--- src/rtl/sd_resp_rx_pkg.sv ---
// Purpose: constants shared by the slave response transmitter and the
//          master-side response receiver (marker byte, payload cap, STATUS
//          bit positions) plus the receiver state type.
// Ports:   none (package).
package sd_resp_rx_pkg;

  // Start-of-message byte sent by the slave.
  localparam logic [7:0] MARKER_SLAVE = 8'hA5;

  // Largest legal data-phase payload in bytes.
  localparam int unsigned S_DP_LEN = 256;

  // STATUS byte bit positions; bits 3 and 5-7 are reserved.
  localparam int unsigned ERROR_IN_MSG = 0;
  localparam int unsigned SERVICE_REQ  = 1;
  localparam int unsigned SD_BUSY      = 2;
  localparam int unsigned DP_SENDING   = 4;

  // Receiver parse position within a frame.
  typedef enum logic [2:0] {
    ST_IDLE    = 3'd0,
    ST_STATUS  = 3'd1,
    ST_N1      = 3'd2,
    ST_N2      = 3'd3,
    ST_PAYLOAD = 3'd4
  } rx_state_t;

endpackage

--- src/rtl/sd_rx_tmo.sv ---
// Purpose: inter-byte timeout counter for the response receiver.
// Ports:
//   clk      in  system clock
//   rst      in  asynchronous, active-high reset
//   en       in  count enable (receiver is mid-message)
//   kick     in  byte received this cycle; restarts the count
//   expire_c out combinational: the count reaches TMO_CYCLES-1 on this edge
module sd_rx_tmo #(
  parameter int unsigned TMO_CYCLES = 4096
) (
  input  logic clk,
  input  logic rst,
  input  logic en,
  input  logic kick,
  output logic expire_c
);

  // Holds values up to TMO_CYCLES-1.
  localparam int unsigned CW = $clog2(TMO_CYCLES);

  logic [CW-1:0] r_cnt;
  logic [CW-1:0] w_cnt_inc;

  assign w_cnt_inc = r_cnt + CW'(1);

  // Expiry is evaluated on the incremented value so the owner can react on
  // the same edge; a byte arriving on that edge wins over the timeout.
  assign expire_c = en && !kick && (w_cnt_inc == CW'(TMO_CYCLES - 1));

  // Cycles since the last received byte.
  always_ff @(posedge clk or posedge rst) begin
    if (rst) begin
      r_cnt <= '0;
    end else if (kick || !en) begin
      r_cnt <= '0;
    end else begin
      r_cnt <= w_cnt_inc;
    end
  end

endmodule

--- src/rtl/sd_resp_rx.sv ---
// Purpose: master-side parser for slave response frames
//          (MARKER, STATUS, N1, N2, N payload bytes).
// Ports:
//   clk        in   system clock
//   rst        in   asynchronous, active-high reset
//   d          in   received byte
//   d_rdy      in   one-cycle strobe, d valid
//   status     out  latched STATUS byte
//   status_vld out  pulse when status is updated
//   pl_len     out  latched {N1,N2}
//   pl_d       out  payload byte
//   pl_d_vld   out  pulse per payload byte
//   msg_end    out  pulse, message received without error
//   err_marker out  pulse, non-marker byte seen while idle
//   err_len    out  pulse, illegal length field
//   err_tmo    out  pulse, inter-byte timeout
//   busy       out  high whenever a message is in progress
module sd_resp_rx
  import sd_resp_rx_pkg::*;
#(
  parameter logic [7:0]  MARKER     = MARKER_SLAVE,
  parameter int unsigned MAX_LEN    = S_DP_LEN,
  parameter int unsigned TMO_CYCLES = 4096
) (
  input  logic        clk,
  input  logic        rst,
  input  logic [7:0]  d,
  input  logic        d_rdy,
  output logic [7:0]  status,
  output logic        status_vld,
  output logic [15:0] pl_len,
  output logic [7:0]  pl_d,
  output logic        pl_d_vld,
  output logic        msg_end,
  output logic        err_marker,
  output logic        err_len,
  output logic        err_tmo,
  output logic        busy
);

  rx_state_t   r_state,      w_state_nx;
  logic [7:0]  r_status,     w_status_nx;
  logic [15:0] r_pl_len,     w_pl_len_nx;
  logic [7:0]  r_pl_d,       w_pl_d_nx;
  logic [15:0] r_cnt,        w_cnt_nx;
  logic        r_status_vld, w_status_vld_nx;
  logic        r_pl_d_vld,   w_pl_d_vld_nx;
  logic        r_msg_end,    w_msg_end_nx;
  logic        r_err_marker, w_err_marker_nx;
  logic        r_err_len,    w_err_len_nx;
  logic        r_err_tmo,    w_err_tmo_nx;
  logic        r_busy;

  logic        w_tmo_expire;
  logic [15:0] w_len;
  logic [15:0] w_cnt_inc;

  // Length as it will be once the N2 byte is latched.
  assign w_len     = {r_pl_len[15:8], d};
  assign w_cnt_inc = r_cnt + 16'd1;

  sd_rx_tmo #(
    .TMO_CYCLES (TMO_CYCLES)
  ) u_tmo (
    .clk      (clk),
    .rst      (rst),
    .en       (r_state != ST_IDLE),
    .kick     (d_rdy),
    .expire_c (w_tmo_expire)
  );

  // Next-state and next-output decode.
  always_comb begin
    w_state_nx      = r_state;
    w_status_nx     = r_status;
    w_pl_len_nx     = r_pl_len;
    w_pl_d_nx       = r_pl_d;
    w_cnt_nx        = r_cnt;
    w_status_vld_nx = 1'b0;
    w_pl_d_vld_nx   = 1'b0;
    w_msg_end_nx    = 1'b0;
    w_err_marker_nx = 1'b0;
    w_err_len_nx    = 1'b0;
    w_err_tmo_nx    = 1'b0;

    case (r_state)
      ST_IDLE: begin
        if (d_rdy) begin
          if (d == MARKER) begin
            w_state_nx = ST_STATUS;
          end else begin
            w_err_marker_nx = 1'b1;
          end
        end
      end
      ST_STATUS: begin
        if (d_rdy) begin
          w_status_nx     = d;
          w_status_vld_nx = 1'b1;
          w_state_nx      = ST_N1;
        end
      end
      ST_N1: begin
        if (d_rdy) begin
          w_pl_len_nx[15:8] = d;
          w_state_nx        = ST_N2;
        end
      end
      ST_N2: begin
        if (d_rdy) begin
          w_pl_len_nx[7:0] = d;
          w_state_nx       = ST_IDLE;
          if (!r_status[DP_SENDING]) begin
            // Status-only frame must carry a zero length.
            if (w_len == 16'd0) begin
              w_msg_end_nx = 1'b1;
            end else begin
              w_err_len_nx = 1'b1;
            end
          end else if ((w_len != 16'd0) && (32'(w_len) <= MAX_LEN)) begin
            w_cnt_nx   = 16'd0;
            w_state_nx = ST_PAYLOAD;
          end else begin
            w_err_len_nx = 1'b1;
          end
        end
      end
      ST_PAYLOAD: begin
        // Marker values are plain data here.
        if (d_rdy) begin
          w_pl_d_nx     = d;
          w_pl_d_vld_nx = 1'b1;
          w_cnt_nx      = w_cnt_inc;
          if (w_cnt_inc == r_pl_len) begin
            w_msg_end_nx = 1'b1;
            w_state_nx   = ST_IDLE;
          end
        end
      end
      default: begin
        w_state_nx = ST_IDLE;
      end
    endcase

    // Expiry is already masked by d_rdy and by IDLE inside the counter.
    if (w_tmo_expire) begin
      w_err_tmo_nx = 1'b1;
      w_state_nx   = ST_IDLE;
    end
  end

  // State and registered outputs.
  always_ff @(posedge clk or posedge rst) begin
    if (rst) begin
      r_state      <= ST_IDLE;
      r_status     <= 8'd0;
      r_pl_len     <= 16'd0;
      r_pl_d       <= 8'd0;
      r_cnt        <= 16'd0;
      r_status_vld <= 1'b0;
      r_pl_d_vld   <= 1'b0;
      r_msg_end    <= 1'b0;
      r_err_marker <= 1'b0;
      r_err_len    <= 1'b0;
      r_err_tmo    <= 1'b0;
      r_busy       <= 1'b0;
    end else begin
      r_state      <= w_state_nx;
      r_status     <= w_status_nx;
      r_pl_len     <= w_pl_len_nx;
      r_pl_d       <= w_pl_d_nx;
      r_cnt        <= w_cnt_nx;
      r_status_vld <= w_status_vld_nx;
      r_pl_d_vld   <= w_pl_d_vld_nx;
      r_msg_end    <= w_msg_end_nx;
      r_err_marker <= w_err_marker_nx;
      r_err_len    <= w_err_len_nx;
      r_err_tmo    <= w_err_tmo_nx;
      r_busy       <= (w_state_nx != ST_IDLE);
    end
  end

  assign status     = r_status;
  assign status_vld = r_status_vld;
  assign pl_len     = r_pl_len;
  assign pl_d       = r_pl_d;
  assign pl_d_vld   = r_pl_d_vld;
  assign msg_end    = r_msg_end;
  assign err_marker = r_err_marker;
  assign err_len    = r_err_len;
  assign err_tmo    = r_err_tmo;
  assign busy       = r_busy;

endmodule

--- config.mk ---
export PLATFORM = sky130hd
export DESIGN_NAME = sd_resp_rx
export DESIGN_NICKNAME = d
export VERILOG_FILES = /design/src/rtl/sd_resp_rx_pkg.sv /design/src/rtl/sd_rx_tmo.sv /design/src/rtl/sd_resp_rx.sv
export SDC_FILE = /design/constraint.sdc
export NUM_CORES = 1
export LEC_CHECK = 0
export BUFFER_PORTS_ARGS = -buffer_cell sky130_fd_sc_hd__buf_2
export CAP_MARGIN = 20
export CORE_MARGIN = 3
export CORE_UTILIZATION = 51
export CTS_CLUSTER_DIAMETER = 200
export DETAILED_ROUTE_END_ITERATION = 10
export HOLD_SLACK_MARGIN = 0.12
export PLACE_DENSITY = 0.83
export SLEW_MARGIN = 20
export SYNTH_ARGS = -nofsm -noshare
export SYNTH_HDL_FRONTEND = slang
export SYNTH_SLANG_ARGS = --single-unit
--- constraint.sdc ---
create_clock -name clk -period 6.45 [get_ports clk]
set_input_delay 1.29 -clock clk [delete_from_list [all_inputs] [get_ports clk]]
set_output_delay 1.29 -clock clk [all_outputs]
set_load 0.005 [all_outputs]
# Word-level counts from Yosys, hierarchy flattened

Index checks and enable logic that the tools add are counted.
Widths: inputs -> output; s select.

Register bits: 70
Input port bits: 11
Logic and storage cells: 80

Add/sub/neg operators: 2
$lt $le $gt $ge: 1
Equal/unequal tests: 11
Muxes and demuxes: 35
Reduce and logical (&&, ||, !) cells: 17

Operators by type and width:

| kind                  | count |
|---|---|
| $mux 16               | 4 |
| $pmux 16 s2           | 1 |
| $mux 3                | 10 |
| $mux 1                | 17 |
| $add 16x1->16 const B | 1 |
| $eq 16x16->1          | 1 |
| $le 16x9->1 const B   | 1 |
| $logic_not 16->1      | 1 |
| $reduce_bool 16->1    | 1 |
| $pmux 3 s5            | 1 |
| $add 12x1->12 const B | 1 |
| $eq 12x12->1 const B  | 1 |
| $mux 12               | 1 |
| $eq 8x8->1 const B    | 1 |
| $ne 2x2->1 const B    | 4 |
| $reduce_and 2->1      | 4 |
| $eq 3x2->1 const B    | 2 |
| $reduce_bool 3->1     | 2 |
| $reduce_and 5->1      | 1 |
| $eq 3x1->1 const B    | 1 |
| $eq 3x3->1 const B    | 1 |
| $logic_and 1x1->1     | 3 |
| $logic_not 3->1       | 1 |
| $logic_not 1->1       | 2 |
| 3 further kinds       | 3 |

# Longest topological paths before layout

Depth in word-level cells: 8
Depth in mapped cells: 9
Mapped depth without buffers: 8

# By module

A second synthesis with hierarchy kept.

Cells, all modules: 419
Area, all modules: 3911.3 µm²

Modules (own cells, without submodules):

| module     | instances | cells an instance | area each (µm²) |
|---|---|---|---|
| sd_resp_rx | 1         | 328               | 3078.0 |
| sd_rx_tmo  | 1         | 91                | 833.3 |

# Worst setup path after synthesis

OpenSTA, ideal clock, no wires.

Path kind: input to register
Start point: input d[6]
End point: register r_cnt[2]
Library setup time: 0.130 ns
Data arrival time: 2.634 ns
Required time: 6.320 ns
Slack: 3.686 ns
Cell stages on the path: 8
Cells stage by stage: nor4_2 -> nand3_1 -> a21oi_2 -> and4_1 -> o21ai_2 -> buf_2 -> o21ai_0 -> o31ai_1

Longest elaborated chain between the ends: 4

RTL lines:

| what                                              | line              | RTL |
|---|---|---|
| start: declaration                                | sd_resp_rx.sv:27  | `input logic [7:0] d,` |
| $le 16x9->1 or $reduce_bool 16->1 (tied branches) | sd_resp_rx.sv:120 | `end else if ((w_len != 16'd0) && (32'(w_len) <= MAX_LEN)) begin` |
| $logic_and 1x1->1 *                               | sd_resp_rx.sv:120 |  |
| $ne 2x2->1 (no source line) *                     | -                 |  |
| $reduce_and 5->1 (no source line) *               | -                 |  |
| end signal: assignment                            | sd_resp_rx.sv:172 | `r_cnt <= w_cnt_nx;` |
| end: declaration                                  | sd_resp_rx.sv:45  | `logic [15:0] r_cnt, w_cnt_nx;` |

Every way passes the cells marked *; elsewhere a longest branch is shown, timed or not.
A chain may end at the register's enable or synchronous reset.

# Worst setup path in the final report

Start point: input d_rdy
End point: register r_cnt[14]

Longest elaborated chain between the ends: 2

RTL lines:

| what                                | line             | RTL |
|---|---|---|
| start: declaration                  | sd_resp_rx.sv:28 | `input logic d_rdy,` |
| $ne 2x2->1 (no source line)         | -                |  |
| $reduce_and 5->1 (no source line) * | -                |  |

Marked as above.

==> results.json <==
{
  "cts_tree": "built",
  "grt_max_degree": 71,
  "drive_gt1_share_pct": 23.6,
  "netlist_instances": 393,
  "tightest_slew_ns": 0.976,
  "slew_viol_final": 0,
  "max-vdd-ir-drop_mv": 0.338,
  "first_iter_violations": 261,
  "drc": 0,
  "die_y_um": 92.1,
  "crit_start": "d_rdy",
  "holdCritStartpoint": "pl_d[0]$_DFFE_PP0P_",
  "combPwrFrac_pct": 29.2,
  "die_area_um2": 8490,
  "clk_pin_slew_ns": 0.07,
  "postLayoutCoreUtil_pct": 61.3,
  "hold_violations": 0,
  "worst-setup-path-type": "input pin to register",
  "ys_seq_elements": 70,
  "routedWlPerCell_um": 17.0,
  "htreeDepth": 3,
  "post_synth_instance_area_um2": 3780,
  "cellPowerDensity_nw_per_um2": 349,
  "final_cell_mix": "nand2_1, dfrtp_1, buf_2, nor2_1, o21ai_0",
  "p_seq_share_pct": 44.0,
  "postRouteWirelength_um": 9170,
  "power.switching_w": 0.000511,
  "grt_usage_pct": 22.6,
  "skew_ns": 0.0132,
  "core_um2": 6980,
  "antenna_found_initial": 0,
  "die_w_um": 92.1,
  "p_leak_nw": 1.98,
  "p_sw_share_pct": 34.1,
  "vias": 3193,
  "vias_per_cell": 5.91,
  "maxSlewHeadroom_pct": 34.8,
  "required_ns": 6.68,
  "setup_viol": 0,
  "placed_area_um2": 4060,
  "yosys_warnings": 0,
  "fin_tns_setup_ns": 0,
  "post-cts-setup-buffers": 0,
  "final.period_utilization_pct": 49.3,
  "outcome": "finished, final reports clean",
  "ys_types": 60,
  "n_antenna_cell": 0,
  "area_growth_pct": 13.2,
  "cts_root_buffer": "clkbuf_8",
  "gp_congestion": 0.880,
  "path_max_fanout": 28,
  "rows": 30,
  "synth_edf_count": 0,
  "cap_violations": 0,
  "grt_overflow": 0,
  "final_area_um2": 4280,
  "yosysSeqAreaShare_pct": 46.3,
  "synth_area_leaders": "dfrtp_1, nand2_1, mux2_2, xnor2_1, o21ai_0",
  "io_pins": 50,
  "cts_resized": 0,
  "clock_power_share_pct": 26.8,
  "ant_nets": 0,
  "hold_buffers": 0,
  "clock_sinks": 70,
  "initial_core_util_pct": 54.2,
  "firstDrtPassIters": 5,
  "syn_nets": 407,
  "fmax_mhz": 314,
  "grt_pass1_vias": 3097,
  "layout.nets": 453,
  "start_kind": "input pin",
  "syn_area_per_cell_um2": 9.63,
  "post-route-min-period_ns": 3.18,
  "ys.flop_type": "dfrtp_1",
  "synth_top_area_cell": "dfrtp_1",
  "hp-class": "register to register",
  "rsz0062_at_grt": "no",
  "intPower_w": 0.000985,
  "cts-buffers-inserted": 9,
  "synth_async_sr_flop_share_pct": 100,
  "cp.arrival_ns": 3.41,
  "hpwl_um": 6410,
  "clk_latency_ns": 0.36,
  "critPathCaptureType": "register",
  "synth_top_area_share_pct": 46.3,
  "r2r-start": "r_state[0]$_DFF_PP0_",
  "grt_pass1_wl_um": 15100,
  "cts_max_path_buffers": 2,
  "io_buffers": 49
}
## worst paths after layout
| check | endpoint | slack, ns | cells past startpoint |
|---|---|---|---|
| min in group asynchronous | status[0]$_DFFE_PP0P_ | 1.19 | 3 |
| setup / recovery | r_cnt[14]$_DFFE_PP0P_ | 3.27 | 5 |
| hold / removal | pl_d[0]$_DFFE_PP0P_ | 0.49 | 2 |
| hold reg to reg | pl_d[0]$_DFFE_PP0P_ | 0.49 | 2 |
| setup reg to reg | r_cnt[14]$_DFFE_PP0P_ | 3.62 | 6 |
| max in group asynchronous | pl_len[3]$_DFFE_PP0P_ | 4.69 | 3 |
## sequential cells by signal, indices dropped and copies added, names as in the netlist
signal	cells
pl_d_vld	1
status	8
status_vld	1
r_cnt	16
err_tmo	1
busy	1
err_marker	1
pl_d	8
r_state	3
pl_len	16
u_tmo.r_cnt	12
err_len	1
msg_end	1
## final cells by class
| class | count | area [um2] |
|---|---|---|
| Multi-Input combinational cell | 296 | 1880 |
| Clock inverter | 5 | 82.6 |
| Sequential cell | 70 | 1750 |
| Fill cell | 597 | 2700 |
| Tap cell | 96 | 120 |
| Clock buffer | 11 | 141 |
| Timing Repair Buffer | 52 | 268 |
| Inverter | 10 | 37.5 |
## power groups by stage
| stage | combinational [W] | sequential (W) | clock (W) |
|---|---|---|---|
| floorplan | 0.000289 | 0.000640 | 0 |
| global placement | 0.000427 | 0.000659 | 0 |
| detailed placement | 0.000439 | 0.000665 | 0 |
| CTS | 0.000442 | 0.000657 | 0.000406 |
| global route | 0.000488 | 0.000674 | 0.000424 |
| finish | 0.000436 | 0.000659 | 0.000401 |
## critical path, stage by stage
cell and delay [ns]:
buf_2 0.18, nand2_1 0.74, clkinv_1 0.81, nand4_1 0.29, o21ai_0 0.09
## synthesized netlist by cell type, drive strengths merged (4+ instances only)
master / number
mux2: 16
o31ai: 7
nor3b: 4
and2: 4
nor3: 10
xnor2: 18
nand2: 71
o21ai: 30
nor2: 27
xor2: 14
inv: 8
nand4: 10
buf: 9
a21oi: 9
and3: 11
dfrtp: 70
nand3: 25
clkbuf: 8
nor4: 6
## layer usage
layer	GRT usage (%)	vias up	wire length [um]
li1	-	1476	-
met1	30.9	1565	3950
met2	34.5	134	4310
met5	0	-	0
met3	5.58	18	702
met4	8.91	0	201
## cell families after synthesis
family                     count (synthesis)  synth area share [%]
and+or+nand+nor                          179                  24.9
DFF                                       70                  46.3
AOI/OAI and AO/OA                         64                  10.9
xor gates and xnor gates                  32                  7.61
buffers and inverters                     27                  3.97
muxes                                     18                  5.29
adders and majority gates                  3                 0.992
## stage by stage
stage | setup WS [ns] | hold WS, ns | std cells | power, W
2_1_floorplan | 3.39 | 0.465 | 393 | 0.000930
3_3_place_gp | 3.05 | 0.457 | 524 | 0.00109
3_5_place_dp | 2.93 | 0.463 | 524 | 0.00110
4_1_cts | 3.32 | 0.488 | 540 | 0.00151
5_1_grt | 3.14 | 0.498 | 540 | 0.00159
6_report | 3.27 | 0.488 | 540 | 0.00150
No activity file was read; power rests on OpenSTA's default activity.
